**src/rtl/vga_scanout.sv**
```systemverilog
// VGA scan-out for the 1-bit screen buffer: timing, buffer read address and output alignment.
// Optional build macro VGA_SCANOUT_TEST_PATTERN_EN ORs a border/grid test pattern into the pixel stream.
module vga_scanout #(
    parameter int P_X_COORD_W      = 11,
    parameter int P_Y_COORD_W      = 11,
    parameter int P_LOG2_RAM_DEPTH = 19,
    parameter int P_DATA_W         = 1,
    parameter int P_CLK_DIV        = 2,
    parameter int P_H_VISIBLE      = 640,
    parameter int P_H_FRONT        = 16,
    parameter int P_H_SYNC         = 96,
    parameter int P_H_BACK         = 48,
    parameter int P_V_VISIBLE      = 480,
    parameter int P_V_FRONT        = 10,
    parameter int P_V_SYNC         = 2,
    parameter int P_V_BACK         = 33
) (
    input  logic                        i_clk,
    input  logic                        i_reset_n,
    output logic [P_LOG2_RAM_DEPTH-1:0] o_rd_addr,
    input  logic [P_DATA_W-1:0]         i_rd_data,
    output logic [P_X_COORD_W-1:0]      o_hcounter,
    output logic [P_Y_COORD_W-1:0]      o_vcounter,
    output logic                        o_hsync,
    output logic                        o_vsync,
    output logic                        o_video_on,
    output logic [P_DATA_W-1:0]         o_pixel_on,
    output logic                        o_vblank,
    output logic                        o_frame_start
);

    localparam int XW = P_X_COORD_W;
    localparam int YW = P_Y_COORD_W;
    localparam int AW = P_LOG2_RAM_DEPTH;

    localparam int H_TOTAL = P_H_VISIBLE + P_H_FRONT + P_H_SYNC + P_H_BACK;
    localparam int V_TOTAL = P_V_VISIBLE + P_V_FRONT + P_V_SYNC + P_V_BACK;

    localparam logic [XW-1:0] H_LAST     = XW'(H_TOTAL - 1);
    localparam logic [XW-1:0] H_VIS      = XW'(P_H_VISIBLE);
    localparam logic [XW-1:0] H_SYNC_ON  = XW'(P_H_VISIBLE + P_H_FRONT);
    localparam logic [XW-1:0] H_SYNC_OFF = XW'(P_H_VISIBLE + P_H_FRONT + P_H_SYNC);
    localparam logic [YW-1:0] V_LAST     = YW'(V_TOTAL - 1);
    localparam logic [YW-1:0] V_VIS      = YW'(P_V_VISIBLE);
    localparam logic [YW-1:0] V_SYNC_ON  = YW'(P_V_VISIBLE + P_V_FRONT);
    localparam logic [YW-1:0] V_SYNC_OFF = YW'(P_V_VISIBLE + P_V_FRONT + P_V_SYNC);

    logic tick;
    logic px_first;

    // px_first marks the first i_clk of each pixel so frame_start fires once per frame.
    generate
        if (P_CLK_DIV > 1) begin : g_div
            localparam int DW = $clog2(P_CLK_DIV);
            localparam logic [DW-1:0] DIV_LAST = DW'(P_CLK_DIV - 1);
            logic [DW-1:0] div;

            always_ff @(posedge i_clk or negedge i_reset_n) begin
                if (!i_reset_n) begin
                    div <= '0;
                end else if (div == DIV_LAST) begin
                    div <= '0;
                end else begin
                    div <= div + DW'(1);
                end
            end

            assign tick     = (div == DIV_LAST);
            assign px_first = (div == '0);
        end else begin : g_nodiv
            assign tick     = 1'b1;
            assign px_first = 1'b1;
        end
    endgenerate

    logic [XW-1:0] hc;
    logic [YW-1:0] vc;

    always_ff @(posedge i_clk or negedge i_reset_n) begin
        if (!i_reset_n) begin
            hc <= '0;
            vc <= '0;
        end else if (tick) begin
            if (hc == H_LAST) begin
                hc <= '0;
                if (vc == V_LAST) begin
                    vc <= '0;
                end else begin
                    vc <= vc + YW'(1);
                end
            end else begin
                hc <= hc + XW'(1);
            end
        end
    end

    logic          vis0;
    logic          hs0;
    logic          vs0;
    logic          vb0;
    logic          fs0;
    logic [AW-1:0] addr0;

    always_comb begin
        vis0  = (hc < H_VIS) && (vc < V_VIS);
        hs0   = !((hc >= H_SYNC_ON) && (hc < H_SYNC_OFF));
        vs0   = !((vc >= V_SYNC_ON) && (vc < V_SYNC_OFF));
        vb0   = (vc >= V_VIS);
        fs0   = px_first && (hc == '0) && (vc == '0);
        addr0 = '0;
        if (vis0) begin
            addr0 = AW'(P_H_VISIBLE) * AW'(vc) + AW'(hc);
        end
    end

    logic [XW-1:0] s1_hc;
    logic [YW-1:0] s1_vc;
    logic          s1_vis;
    logic          s1_hs;
    logic          s1_vs;
    logic          s1_vb;
    logic          s1_fs;

    always_ff @(posedge i_clk or negedge i_reset_n) begin
        if (!i_reset_n) begin
            o_rd_addr <= '0;
            s1_hc     <= '0;
            s1_vc     <= '0;
            s1_vis    <= 1'b0;
            s1_hs     <= 1'b1;
            s1_vs     <= 1'b1;
            s1_vb     <= 1'b0;
            s1_fs     <= 1'b0;
        end else begin
            o_rd_addr <= addr0;
            s1_hc     <= hc;
            s1_vc     <= vc;
            s1_vis    <= vis0;
            s1_hs     <= hs0;
            s1_vs     <= vs0;
            s1_vb     <= vb0;
            s1_fs     <= fs0;
        end
    end

    always_ff @(posedge i_clk or negedge i_reset_n) begin
        if (!i_reset_n) begin
            o_hcounter    <= '0;
            o_vcounter    <= '0;
            o_video_on    <= 1'b0;
            o_hsync       <= 1'b1;
            o_vsync       <= 1'b1;
            o_vblank      <= 1'b0;
            o_frame_start <= 1'b0;
        end else begin
            o_hcounter    <= s1_hc;
            o_vcounter    <= s1_vc;
            o_video_on    <= s1_vis;
            o_hsync       <= s1_hs;
            o_vsync       <= s1_vs;
            o_vblank      <= s1_vb;
            o_frame_start <= s1_fs;
        end
    end

    // The RAM's read register is the stage-2 storage for the data, so the pixel
    // is only gated here; adding a flop would put it one clock behind the syncs.
`ifdef VGA_SCANOUT_TEST_PATTERN_EN
    localparam logic [XW-1:0] H_VIS_LAST = XW'(P_H_VISIBLE - 1);
    localparam logic [YW-1:0] V_VIS_LAST = YW'(P_V_VISIBLE - 1);

    logic pat0;
    logic s1_pat;
    logic s2_pat;

    always_comb begin
        pat0 = (hc == '0) || (hc == H_VIS_LAST) || (vc == '0) || (vc == V_VIS_LAST)
            || (hc[5:0] == 6'd0) || (vc[5:0] == 6'd0);
    end

    always_ff @(posedge i_clk or negedge i_reset_n) begin
        if (!i_reset_n) begin
            s1_pat <= 1'b0;
            s2_pat <= 1'b0;
        end else begin
            s1_pat <= pat0;
            s2_pat <= s1_pat;
        end
    end

    assign o_pixel_on = (i_rd_data | {P_DATA_W{s2_pat}}) & {P_DATA_W{o_video_on}};
`else
    assign o_pixel_on = i_rd_data & {P_DATA_W{o_video_on}};
`endif

endmodule

```
**config.mk**
```make
export PLATFORM = sky130hd
export DESIGN_NAME = vga_scanout
export DESIGN_NICKNAME = d
export VERILOG_FILES = /design/src/rtl/vga_scanout.sv
export SDC_FILE = /design/constraint.sdc
export NUM_CORES = 1
export LEC_CHECK = 0
export ABC_AREA = 1
export BUFFER_PORTS_ARGS = -buffer_cell sky130_fd_sc_hd__buf_4
export CORE_ASPECT_RATIO = 0.6
export CORE_MARGIN = 10
export CORE_UTILIZATION = 55
export CTS_BUF_LIST = sky130_fd_sc_hd__clkbuf_4
export CTS_CLUSTER_SIZE = 8
export DETAILED_ROUTE_END_ITERATION = 10
export PLACE_DENSITY_LB_ADDON = 0.08
export SYNTH_ARGS = -nofsm -noshare
export SYNTH_HDL_FRONTEND = slang
export SYNTH_SLANG_ARGS = --single-unit
```
**constraint.sdc**
```tcl
create_clock -name i_clk -period 7 [get_ports i_clk]
set_clock_uncertainty 0.05 [all_clocks]
set_input_delay 1.75 -clock i_clk [delete_from_list [all_inputs] [get_ports i_clk]]
set_output_delay 1.75 -clock i_clk [all_outputs]
set_load 0.03 [all_outputs]
```
==> results.tsv <==
metric	value	unit
final_max_slew_viol_count	0	
cp.required	5200	ps
instances_no_fill	580	
numCtsBuffers	9	
coreArea	7360	um^2
port_buffers	49	
clkSinkCount	96	
finalHoldViolCount	0	
clkTransAtPathRegs	160	ps
cts_resized	0	
wl_per_cell	14.5	um
yosys_warnings	0	
p_leak	2.54	nW
critical_path_class	in -> out	
r2r-start	vc[1]$_DFFE_PN0P_	
rrSetupSlack	4260	ps
diodes	0	
syn_avg_cell_area	10.2	um^2
grt_pass1_vias	2870	
hold_end	o_hcounter[3]$_DFF_PN0_	
holdPathStages	0	
critPathMaxFanout	1	
hp-class	reg -> reg	
rr_endpoint	o_rd_addr[18]$_DFF_PN0_	
synth_top_area_cell	dfrtp_1	
die_h	87.9	um
finalCriticalPeriod	3900	ps
drcViolationCount	0	
netlist_top_cells_area	dfrtp_1, ha_1, nand2_1	
relSlewSlack	0.503	
area_growth_syn_to_layout	14.7	%
crit_chain	buf_4 -> nand2_1 -> inv_1 -> buf_4	
antenna_found_initial	0	
timing.fmax	257	MHz
end_kind	output port	
clock_latency	460	ps
max-cap-violations	0	
grt_first_pass_wirelength	14500	um
dp_cells	564	
tightest_slew	746	ps
viasPerCell	5.01	
min_from	s1_hc[3]$_DFF_PN0_	
hpwl	6230	um
ys_ff_latch	96	
synth_cells	412	
rr_worst_depth	12	
h-tree-depth	3	
ys_types	42	
worst_path_most_repeated_cell	buf_4	
ys_async_sr_fraction	1.00	
p_per_area	174	nW/um^2
status	completed	
final_common_cell	dfrtp_1	
nets	502	
start_kind	primary input	
setup_viol	0	
synth_edf_count	0	
cts_tree	yes	
place.gp.congestion	0.872	
crit_arrival	2100	ps
synth_flop_cell	dfrtp_1	
clockBufferDepth	2	
synth_top_area_share	0.545	
grt_max_degree	66	
tns	0	ps
rsz0062_at_grt	false	
clock-root-buffer	clkbuf_4	
critPathMaxStageDelay	150	ps
drt_wl_total	8410	um
crit_slowest_cell	buf_4	
fin_crit_sh	0.557	
boundaryPins	50	
vias	2905	
gr-total-overflow	0	
syn_area	4220	um^2
seq_area_frac_synth	0.570	
cts_hold_buf	0	
synth_nets	443	
mostFrequentLayoutCells	dfrtp_1, nand2_1, buf_4	
track_usage	0.155	
drt_iter0_markers	252	
detail_route.first_pass.iterations	5	
post_cts_buffers	0	
fp.dieW	133	um
antenna_left	0	
row_count	24	
start_util	0.574	
ir_drop	0.142	mV
die_area	11700	um^2
drive_gt1_frac	0.227	
## critical path: cells and delay by family
| family | cells | cell delay, ps |
|---|---|---|
| AND/OR/NAND/NOR | 1 | 50 |
| buffers and inverters | 3 | 290 |
## layer usage
layer / track usage / part of all wire / vias up / wire length, um
met4: 0.0413 / 0.0098 / 0 / 82
li1: - / - / 1481 / -
met1: 0.229 / 0.54 / 1349 / 4570
met2: 0.210 / 0.38 / 67 / 3230
met3: 0.0526 / 0.063 / 8 / 533
met5: 0 / 0 / - / 0
## through the flow
step	hold slack [ps]	instance area, um^2	util	total power [W]	worst slack (ps)
floorplan	281	4220	-	0.000566	3210
global placement	282	4710	0.640	0.000578	3100
detailed placement	285	4710	0.640	0.000579	3100
CTS	312	4840	0.658	0.000856	3100
global route	308	4840	0.658	0.000882	3070
finish	312	4840	0.658	0.000844	3100
## registers in the layout (all words and copies together) (netlist names), 11 cells and up
register	flops
o_rd_addr	19
hc	11
o_hcounter	11
o_vcounter	11
s1_hc	11
s1_vc	11
vc	11
## cells in the mapped netlist, drive strengths merged (4+ instances only)
cell	count
a21oi	19
dfrtp	92
dfstp	4
ha	26
inv	57
nand2	75
nand3	27
nand4	9
nor2	40
nor3	11
nor4	5
o21ai	19
xor2	9
## logic make-up after synthesis
group,after synthesis,share of synthesized area
compound gates,48,0.0631
flops,96,0.570
buf+inv,59,0.0551
simple gates,171,0.203
xor+xnor,10,0.0225
fa+ha+maj,28,0.0865
## layout make-up
cell class	count	area (um^2)
flip-flops and latches	96	2410
inverters	57	214
fillers	603	2510
clock inverters	7	65.1
well taps	104	130
repair buffers	50	375
clock buffers	9	67.6
multi-input cells	257	1580
## how the worst max path moves through the flow
stage | from | endpoint | cells after the start
finish | i_rd_data | o_pixel_on | 4
detailed placement | i_rd_data | o_pixel_on | 4
floorplan | i_rd_data | o_pixel_on | 2
global placement | i_rd_data | o_pixel_on | 4
global route | i_rd_data | o_pixel_on | 4
CTS | i_rd_data | o_pixel_on | 4
## where the power goes
part | total, W | internal (W) | leakage, nW | switching (W)
Sequential | 0.000555 | 0.000555 | 1.26 | 0
Combinational | 0.0000125 | 0.00000154 | 1.21 | 0.0000109
Clock | 0.000276 | 0.0000807 | 0.0641 | 0.000196
No activity file was read; power rests on OpenSTA's default activity.
